==> config.mk <==
export PLATFORM = sky130hd
export DESIGN_NAME = serial_to_parallel_rx
export DESIGN_NICKNAME = d
export VERILOG_FILES = /design/src/rtl/phy_rx_pkg.sv /design/src/rtl/rx_bit_deserializer.sv /design/src/rtl/serial_to_parallel_rx.sv
export SDC_FILE = /design/constraint.sdc
export NUM_CORES = 1
export LEC_CHECK = 0
export CAP_MARGIN = 30
export CORE_MARGIN = 5
export CORE_UTILIZATION = 47
export DETAILED_ROUTE_END_ITERATION = 7
export GPL_ROUTABILITY_DRIVEN = 0
export PLACE_DENSITY_LB_ADDON = 0.25
export SYNTH_ARGS = -nofsm -noshare
export SYNTH_HDL_FRONTEND = slang
export SYNTH_SLANG_ARGS = --single-unit
export TNS_END_PERCENT = 5
==> constraint.sdc <==
create_clock -name clk_32f -period 1.75 [get_ports clk_32f]
set_input_delay 0.35 -clock clk_32f [delete_from_list [all_inputs] [get_ports clk_32f]]
set_output_delay 0.35 -clock clk_32f [all_outputs]
set_load 0.03 [all_outputs]
==> src/rtl/phy_rx_pkg.sv <==
// Shared definitions for the receive-side serial PHY: comma character,
// default lock length and the lock FSM state encoding.
package phy_rx_pkg;

  localparam logic [7:0] COMMA_BC           = 8'hBC;
  localparam int         LOCK_COUNT_DEFAULT = 4;

  typedef enum logic [1:0] {
    UNLOCKED = 2'd0,
    ALIGNING = 2'd1,
    ACTIVE   = 2'd2
  } rx_state_t;

endpackage

==> src/rtl/rx_bit_deserializer.sv <==
// Bit-level front end: serial shift history, candidate byte and the
// byte-boundary counter that the lock FSM can re-phase on a comma hit.
module rx_bit_deserializer (
  input  logic       clk_32f,
  input  logic       reset,
  input  logic       serial_in,
  input  logic       realign,
  output logic [7:0] nxt,
  output logic       boundary
);

  // Only the newest 7 bits are ever needed: the 8th comes straight off the lane.
  logic [6:0] sr_reg;
  logic [2:0] bit_cnt_reg;

  assign nxt      = {sr_reg, serial_in};
  assign boundary = (bit_cnt_reg == 3'd7);

  always_ff @(posedge clk_32f or negedge reset) begin
    if (!reset) begin
      sr_reg      <= '0;
      bit_cnt_reg <= '0;
    end else begin
      sr_reg      <= nxt[6:0];
      bit_cnt_reg <= realign ? 3'd0 : bit_cnt_reg + 3'd1;
    end
  end

endmodule

==> src/rtl/serial_to_parallel_rx.sv <==
// Comma-aligned serial-to-parallel receiver: hunts for COMMA, locks after
// LOCK_COUNT aligned commas, then emits one byte per 8 clocks.
module serial_to_parallel_rx
  import phy_rx_pkg::*;
#(
  parameter logic [7:0] COMMA      = COMMA_BC,
  parameter int         LOCK_COUNT = LOCK_COUNT_DEFAULT
) (
  input  logic       clk_32f,
  input  logic       reset,
  input  logic       serial_in,
  output logic [7:0] data_out,
  output logic       valid_out,
  output logic       idle_out,
  output logic       byte_stb,
  output logic       active
);

  localparam logic [3:0] LOCK_CNT = 4'(LOCK_COUNT);

  rx_state_t  state_reg;
  logic [3:0] bc_cnt_reg;
  logic [7:0] nxt;
  logic       boundary;
  logic       is_comma;
  logic       realign;

  assign is_comma = (nxt == COMMA);
  // Any comma seen while hunting defines the byte phase from the next edge on.
  assign realign  = (state_reg == UNLOCKED) && is_comma;

  rx_bit_deserializer u_deser (
    .clk_32f   (clk_32f),
    .reset     (reset),
    .serial_in (serial_in),
    .realign   (realign),
    .nxt       (nxt),
    .boundary  (boundary)
  );

  always_ff @(posedge clk_32f or negedge reset) begin
    if (!reset) begin
      state_reg  <= UNLOCKED;
      bc_cnt_reg <= '0;
      data_out   <= '0;
      valid_out  <= 1'b0;
      idle_out   <= 1'b0;
      byte_stb   <= 1'b0;
      active     <= 1'b0;
    end else begin
      byte_stb <= 1'b0;
      case (state_reg)
        UNLOCKED: begin
          if (is_comma) begin
            bc_cnt_reg <= 4'd1;
            state_reg  <= ALIGNING;
          end
        end
        ALIGNING: begin
          if (boundary) begin
            if (is_comma) begin
              bc_cnt_reg <= bc_cnt_reg + 4'd1;
              if (bc_cnt_reg + 4'd1 == LOCK_CNT) begin
                state_reg <= ACTIVE;
                active    <= 1'b1;
              end
            end else begin
              bc_cnt_reg <= '0;
              state_reg  <= UNLOCKED;
            end
          end
        end
        ACTIVE: begin
          // Lock is sticky; only reset leaves this state.
          if (boundary) begin
            data_out  <= nxt;
            valid_out <= !is_comma;
            idle_out  <= is_comma;
            byte_stb  <= 1'b1;
          end
        end
        default: begin
          state_reg  <= UNLOCKED;
          bc_cnt_reg <= '0;
        end
      endcase
    end
  end

endmodule

==> results.toml <==
[setup_path]
slowest_delay_ps = 660
timing.setup.critical_path_class = "reg -> out"
end_kind = "output port"
cp.required_ps = 1400
crit_arrival_ps = 1330
crit_chain = "clkdlybuf4s50_1"
critPathTopFamily = "buffers and inverters"
cp_max_fo = 1
rrSetupSlack_ps = 180
slowest_stage = "clkdlybuf4s50_1"
start_kind = "flip-flop"
crit_buf_inv = 1

[cts]
clk_pin_slew_ps = 140
cts_root_buf = "clkbuf_4"
cts_made_buffers = 3
ctsHoldBuffers = 0
clock-sinks = 28
cts.path.max_buffers = 2
tritoncts = "done"
cts_resized = 0
cts_max_level = 1
post_cts_buffers = 0
insertion_delay_ps = 320

[placement]
hpwl_um = 1480
numPortBuffers = 14

[die]
fp.dieH_um = 60.7
die-area_um2 = 3680
start_util = 0.487
rows = 18
coreArea_um2 = 2480
fp.dieW_um = 60.7
ioPinCount = 15

[synthesis]
synth_edf_count = 0
syn_area_um2 = 1210
yosys_warnings = 0
async_reset_ff_frac = 1.00
synth_cell_types = 31
ys_seq_elements = 28
ys_seq_area_frac = 0.581
syn_inst = 87
ys.flop_type = "dfrtp_1"
synth_top_area_cell = "dfrtp_1"
synth.area.top_cells = "dfrtp_1, mux2_4, ha_1, nand4bb_4, o21ai_0"
netlist.area_leader.share = 0.581
synth.net_count = 94
synthTopCellsByCount = "dfrtp_1, mux2_4, inv_1, o21ai_0"
avgSynthCellArea_um2 = 13.9
yosysMostFrequentCell = "dfrtp_1"

[layout]
fillers = 199
largest_reg_flops = 8
multi_input_area_um2 = 472
ff_latch_area_um2 = 701
antenna_cells = 0
layout-drive-gt1-share = 0.198
final_nets = 114
area_growth_pct = 20.3

[grt]
gr-total-overflow = 0
track_usage = 0.133
antenna_found_initial = 0
grt_pass1_wl_um = 3620
grt_max_degree = 29
grt_pass1_vias = 776

[power_and_ir_drop]
vdd_ir_drop_max_mv = 0.457
power.internal_mw = 0.828
p_total_mw = 1.07
p_seq_frac = 0.638
swShare = 0.224
clkPwrFrac = 0.290
leakagePower_nw = 0.759
p_sw_mw = 0.239
combPwrFrac = 0.072
pwr_density_cell_nw_per_um2 = 735

[sta]
fin_crit_ps = 1680
slew_violations = 0
hold_violations = 0
tightest_slew_ps = 376
setup_viol = 0
relSlewSlack = 0.748
period_share = 0.958
fin_setup_tns_ps = 0
fin_skew_ps = 1.97
rsz0062_at_grt = "no"
fmax_mhz = 596

[route]
dr.pass1.iters = 3
drt_iter0_markers = 16
antenna_left = 0
avgRoutedWirePerCell_um = 15.2
drt_wl_total_um = 2070
drc = 0
vias = 738
viasPerCell = 5.43

[run_status]
status = "finished clean"

[worst_hold_path]
holdCritPathClass = "in -> async"

[job]
cap_violations = 0
kinds of logic (layout without fill, tap and decap cells):
family,Yosys count,after routing,share of synthesized area
flip-flops,28,28,0.581
AND/OR/NAND/NOR,21,21,0.146
AO/OA/AOI/OAI,18,18,0.0975
multiplexers,9,9,0.106
buffers and inverters,7,26,0.0280
adder cells (fa/ha/maj),4,4,0.0415
layout make-up:
| cell class | instances | area share |
|---|---|---|
| clock buffers | 4 | 0.0250 |
| multi-input cells | 52 | 0.325 |
| inverters | 6 | 0.0155 |
| repair buffers | 16 | 0.126 |
| well taps | 30 | 0.0259 |
| flip-flops and latches | 28 | 0.483 |
power groups by stage:
stage	combinational, mW	clock, mW	sequential (mW)
finish	0.0769	0.310	0.680
global route	0.0826	0.345	0.684
CTS	0.0803	0.314	0.681
detailed placement	0.0802	0	0.693
global placement	0.0789	0	0.691
floorplan	0.0194	0	0.709
metal layers:
metal,vias up,share of wire,GRT usage
li1,352,-,-
met1,372,0.46,0.178
met2,12,0.48,0.214
met3,2,0.052,0.0255
met4,0,0.0063,0.0557
met5,-,0,0
cell usage in the layout (no fill, tap or decap), drive strengths merged, types with 2 or more instances in the layout:
cell type	synthesis	layout
dfrtp	28	28
dlymetal6s2s	0	11
mux2	9	9
o21ai	7	7
inv	6	6
nor2	4	4
ha	4	4
clkbuf	0	4
o31ai	3	3
clkdlybuf4s50	0	3
nor3	2	2
nor2b	2	2
a21oi	2	2
nand4	2	2
a22o	2	2
buf	1	2
nand3	2	2
nand4bb	2	2
final timing paths:
check	from	depth (start not counted)	end
setup / recovery	byte_stb	1	byte_stb
hold / removal	reset	2	byte_stb
setup reg to reg	u_deser.bit_cnt_reg[0]	4	data_out[0]
hold reg to reg	u_deser.sr_reg[0]	0	u_deser.sr_reg[1]
max in group asynchronous	reset	2	data_out[1]
min in group clk_32f	u_deser.sr_reg[0]	0	u_deser.sr_reg[1]
per-stage QoR:
step / hold slack [ps] / worst slack [ps] / std cells / utilization / area (um^2)
floorplan: 54.4 / 260 / 87 / - / 1210
global placement: 400 / 34.2 / 132 / 0.560 / 1390
detailed placement: 408 / 7.26 / 132 / 0.560 / 1390
CTS: 383 / 5.49 / 136 / 0.575 / 1420
global route: 385 / 8.83 / 136 / 0.586 / 1450
finish: 373 / 73.4 / 136 / 0.586 / 1450
Power figures use the tool's default switching activity.
